`src/rtl/vga_line_reader.sv`:
```
// VGA scan-out timing and line-RAM read master; the 2-cycle RAM latency is absorbed by a sync/de delay line.
// Optional build macro VGA_PIXEL_DOUBLE_EN: each RAM word and each source line is shown twice.
module vga_line_reader #(
    parameter int H_ACTIVE   = 640,
    parameter int H_FP       = 16,
    parameter int H_SYNC     = 96,
    parameter int H_BP       = 48,
    parameter int V_ACTIVE   = 480,
    parameter int V_FP       = 10,
    parameter int V_SYNC     = 2,
    parameter int V_BP       = 33,
    parameter int SYNC_POL   = 0,
    parameter int ADDR_WIDTH = 11,
    parameter int DATA_WIDTH = 8
) (
    input  logic                  read_clk,
    input  logic                  rst,
    output logic [ADDR_WIDTH-1:0] read_address,
    input  logic [DATA_WIDTH-1:0] q,
    output logic                  line_req,
    output logic [9:0]            line_num,
    output logic                  line_bank,
    output logic                  frame_start,
    output logic                  vga_hs,
    output logic                  vga_vs,
    output logic                  vga_de,
    output logic [DATA_WIDTH-1:0] vga_pixel
);

    localparam int H_TOTAL = H_ACTIVE + H_FP + H_SYNC + H_BP;
    localparam int V_TOTAL = V_ACTIVE + V_FP + V_SYNC + V_BP;
    localparam int HW      = $clog2(H_TOTAL);
    localparam int VW      = $clog2(V_TOTAL);
    localparam int XW      = ADDR_WIDTH - 1;
    localparam logic SYNC_ON = (SYNC_POL != 0);

    logic [HW-1:0] h_cnt;
    logic [VW-1:0] v_cnt;
    logic [VW-1:0] v_next;
    logic [31:0]   h_pos;
    logic [31:0]   v_pos;
    logic [31:0]   n_pos;
    logic          active;
    logic          hs_on;
    logic          vs_on;
    logic          req_fire;
    logic [9:0]    req_num;
    logic          req_bank;
    logic [XW-1:0] x_addr;
    logic          rd_bank;
    logic [1:0]    de_d;
    logic [1:0]    hs_d;
    logic [1:0]    vs_d;

    // NOTE: every always_comb output is assigned on every path, so no latch can be inferred.
    always_comb begin
        h_pos  = 32'(h_cnt);
        v_pos  = 32'(v_cnt);
        v_next = (v_pos == V_TOTAL - 1) ? '0 : v_cnt + 1'b1;
        n_pos  = 32'(v_next);

        active = (h_pos < H_ACTIVE) && (v_pos < V_ACTIVE);
        hs_on  = (h_pos >= H_ACTIVE + H_FP) && (h_pos < H_ACTIVE + H_FP + H_SYNC);
        vs_on  = (v_pos >= V_ACTIVE + V_FP) && (v_pos < V_ACTIVE + V_FP + V_SYNC);

`ifdef VGA_PIXEL_DOUBLE_EN
        // Source line is v_cnt>>1, so only even display lines need a fresh fill.
        x_addr   = XW'(h_cnt >> 1);
        rd_bank  = v_cnt[1];
        req_fire = (h_pos == H_ACTIVE) && (n_pos < V_ACTIVE) && !v_next[0];
        req_num  = 10'(v_next >> 1);
        req_bank = v_next[1];
`else
        x_addr   = XW'(h_cnt);
        rd_bank  = v_cnt[0];
        req_fire = (h_pos == H_ACTIVE) && (n_pos < V_ACTIVE);
        req_num  = 10'(v_next);
        req_bank = v_next[0];
`endif

        read_address = active ? {rd_bank, x_addr} : '0;
    end

    // NOTE: sequential state uses non-blocking assignments so every register samples pre-edge values.
    always_ff @(posedge read_clk) begin
        if (rst) begin
            h_cnt       <= '0;
            v_cnt       <= '0;
            de_d        <= '0;
            hs_d        <= '0;
            vs_d        <= '0;
            vga_de      <= 1'b0;
            vga_hs      <= ~SYNC_ON;
            vga_vs      <= ~SYNC_ON;
            vga_pixel   <= '0;
            line_req    <= 1'b0;
            line_num    <= '0;
            line_bank   <= 1'b0;
            frame_start <= 1'b0;
        end else begin
            if (h_pos == H_TOTAL - 1) begin
                h_cnt <= '0;
                v_cnt <= v_next;
            end else begin
                h_cnt <= h_cnt + 1'b1;
            end

            // Two stages line the controls up with q, the third registers the outputs.
            de_d <= {de_d[0], active};
            hs_d <= {hs_d[0], hs_on};
            vs_d <= {vs_d[0], vs_on};

            vga_de    <= de_d[1];
            vga_hs    <= hs_d[1] ? SYNC_ON : ~SYNC_ON;
            vga_vs    <= vs_d[1] ? SYNC_ON : ~SYNC_ON;
            vga_pixel <= de_d[1] ? q : '0;

            line_req <= req_fire;
            if (req_fire) begin
                line_num  <= req_num;
                line_bank <= req_bank;
            end

            frame_start <= (h_cnt == '0) && (v_cnt == '0);
        end
    end

endmodule

```
`config.mk`:
```
export PLATFORM = sky130hd
export DESIGN_NAME = vga_line_reader
export DESIGN_NICKNAME = d
export VERILOG_FILES = /design/src/rtl/vga_line_reader.sv
export SDC_FILE = /design/constraint.sdc
export NUM_CORES = 1
export LEC_CHECK = 0
export ABC_AREA = 1
export BUFFER_PORTS_ARGS = -buffer_cell sky130_fd_sc_hd__buf_2
export CAP_MARGIN = 30
export CORE_ASPECT_RATIO = 0.6
export CORE_MARGIN = 8
export CORE_UTILIZATION = 50
export CTS_CLUSTER_SIZE = 12
export DETAILED_ROUTE_END_ITERATION = 8
export PLACE_DENSITY = 0.74
export SETUP_SLACK_MARGIN = 0.02
export SYNTH_ARGS = -nofsm -noshare
export SYNTH_HDL_FRONTEND = slang
export SYNTH_SLANG_ARGS = --single-unit
export TNS_END_PERCENT = 10
```
`constraint.sdc`:
```
create_clock -name read_clk -period 4.86 [get_ports read_clk]
set_input_delay 0.486 -clock read_clk [delete_from_list [all_inputs] [get_ports read_clk]]
set_output_delay 0.486 -clock read_clk [all_outputs]
set_load 0.05 [all_outputs]
```
==> results.sh <==
export IMPL_post_cts_buffers=0
export IMPL_end_kind="output pin"
export IMPL_die_area_mm2=0.00654
export IMPL_setup_viol=0
export IMPL_io_pins=45
export IMPL_final_cell_mix="nor2_1, dfxtp_1, nand2_1"
export IMPL_place_port_buffers=44
export IMPL_h_tree_depth=2
export IMPL_die_y_um=65.9
export IMPL_vias=1891
export IMPL_max_freq_mhz=418
export IMPL_floorplan_initialDensity_pct=51.2
export IMPL_yosysUniqueCellTypes=28
export IMPL_cpLargestDelayFamily="compound AO/OA/AOI/OAI gates"
export IMPL_cts_root_buf="clkbuf_8"
export IMPL_worstPathRequired_ns=4.37
export IMPL_antenna_diode_count=0
export IMPL_cts_hold_buffers=0
export IMPL_critPathMaxFanout=12
export IMPL_post_drt_via_cell_ratio=5.02
export IMPL_drive_gt1_share_pct=17.7
export IMPL_cellPowerDensity_mw_per_mm2=290
export IMPL_leakage_nw=1.13
export IMPL_hold_class="reg -> reg"
export IMPL_maxCapViolCount=0
export IMPL_track_usage_pct=14.8
export IMPL_critPathLaunchType="flip-flop"
export IMPL_area_growth_pct=15.8
export IMPL_seq_area_um2=981
export IMPL_syn_nets=298
export IMPL_nets=340
export IMPL_gp_congestion=0.866
export IMPL_multi_input_area_um2=868
export IMPL_syn_avg_cell_area_um2=7.31
export IMPL_maxSlewViolCount=0
export IMPL_clk_latency_ns=0.30
export IMPL_ant_nets=0
export IMPL_path_depth=5
export IMPL_syn_inst=284
export IMPL_fin_skew_ns=0.00478
export IMPL_wl_per_cell_um=12.3
export IMPL_peakVddDrop_mv=0.201
export IMPL_cts_tree="yes"
export IMPL_grt_pass1_vias=1752
export IMPL_rsz0062_at_grt="no"
export IMPL_final_common_cell="nor2_1"
export IMPL_cts_resized=0
export IMPL_antenna_found_initial=0
export IMPL_status="finished, final reports clean"
export IMPL_path_cells="inv_1, nand3_1, o2111ai_1, nor2_1, buf_2"
export IMPL_yosysSeqAreaShare_pct=47.3
export IMPL_clkTransAtPathRegs_ns=0.09
export IMPL_grt_max_degree=21
export IMPL_worstMarginPinSlew_ns=0.903
export IMPL_syn_area_mm2=0.00208
export IMPL_core_mm2=0.00405
export IMPL_ys_ff_latch=49
export IMPL_yosysWarnings=0
export IMPL_clock_path_buffers=2
export IMPL_overflow=0
export IMPL_drcViolationCount=0
export IMPL_grt_pass1_wl_mm=7.93
export IMPL_n_fill_cell=384
export IMPL_arrival_ns=1.91
export IMPL_dr_pass1_iters=4
export IMPL_cp_num_buf_inv=2
export IMPL_path_class="reg -> out"
export IMPL_crit_slowest_cell="o2111ai_1"
export IMPL_period_share_pct=49.2
export IMPL_power_uw=697
export IMPL_fin_crit_ns=2.39
export IMPL_hpwl_mm=3.56
export IMPL_die_x_um=99.2
export IMPL_r2r_cells=11
export IMPL_cts_buffers=5
export IMPL_routed_wl_mm=4.65
export IMPL_cpPeakStageDelay_ns=0.45
export IMPL_relSlewSlack_pct=39.7
export IMPL_hold_viol=0
export IMPL_whs_path_depth=1
export IMPL_cts_sinks=49
export IMPL_setup_tns_ns=0
export IMPL_drtIter0Drc=120
export IMPL_num_rows=18
metal layers:
layer	global-route usage [%]	up-vias	share of wire, %
li1	-	984	-
met1	19.5	854	50
met2	22.8	48	42
met3	4.31	5	6.3
met4	4.49	0	0.95
met5	0	-	0
synth_stat cells (all sizes together):
cell type,instances,area [um2]
clkinv,1,3.75
inv,46,173
clkbuf,5,18.8
nor3b,2,15.0
dfxtp,49,981
o22ai,10,62.6
nor2,53,201
xor2,2,17.5
ha,4,50.1
a2111oi,1,8.76
nand4,6,37.5
nor4,1,6.26
nor3,4,20.0
o21ai,5,25.0
nor4b,1,8.76
a21oi,12,60.1
nand2,50,193
buf,4,31.3
o21bai,1,11.3
nand3,26,143
o2111ai,1,8.76
cell families (layout without fill, tap and decap cells):
group,after synthesis,in the layout,synth area share [%]
compound gates,30,30,8.50
simple gates,143,143,30.1
xor+xnor,2,2,0.844
buf+inv,56,99,10.9
flops,49,49,47.3
fa+ha+maj,4,4,2.41
metrics by stage:
| stage | std cells | area [um2] | setup slack, ns | hold WS, ns | util, % |
|---|---|---|---|---|---|
| global placement | 369 | 2310 | 2.82 | 0.360 | 56.9 |
| CTS | 377 | 2400 | 2.44 | 0.377 | 59.3 |
| finish | 377 | 2400 | 2.47 | 0.380 | 59.3 |
| detailed placement | 369 | 2310 | 2.78 | 0.364 | 56.9 |
| floorplan | 284 | 2080 | 2.82 | 0.351 | - |
| global route | 377 | 2400 | 2.20 | 0.383 | 59.3 |
cell type report:
| type | count | share of cell area [%] |
|---|---|---|
| clock buffer | 5 | 2.86 |
| timing repair buffer | 44 | 9.16 |
| multi-input combinational | 179 | 36.1 |
| clock inverter | 3 | 1.09 |
| sequential | 49 | 40.8 |
| tap | 50 | 2.60 |
| inverter | 47 | 7.34 |
report_power, final:
group / internal, mW / switching [mW]
registers: 0.407 / 0.00231
clock network: 0.105 / 0.138
logic: 0.0119 / 0.0338
worst reg2reg max path: cells and delay by family (launching register included):
kind	cells	cell delay, ns
buf+inv	2	0.36
fa+ha+maj	1	0.21
simple gates	8	0.89
flops	1	0.34
state kept, by name, summed over array words and instances (netlist names):
name	count
vga_pixel	8
de_d	2
line_req	1
vga_vs	1
vs_d	2
hs_d	2
h_cnt	10
line_num	10
vga_de	1
v_cnt	10
vga_hs	1
frame_start	1
worst paths after layout:
kind                               start               end  slack, ns
worst max-delay path            h_cnt[8]  read_address[10]       2.47
worst min-delay path             vs_d[1]            vga_vs       0.38
worst max register to register  v_cnt[0]       line_num[9]       2.97
worst min register to register   vs_d[1]            vga_vs       0.38
Note: power is estimated with default switching activity, not from simulation.
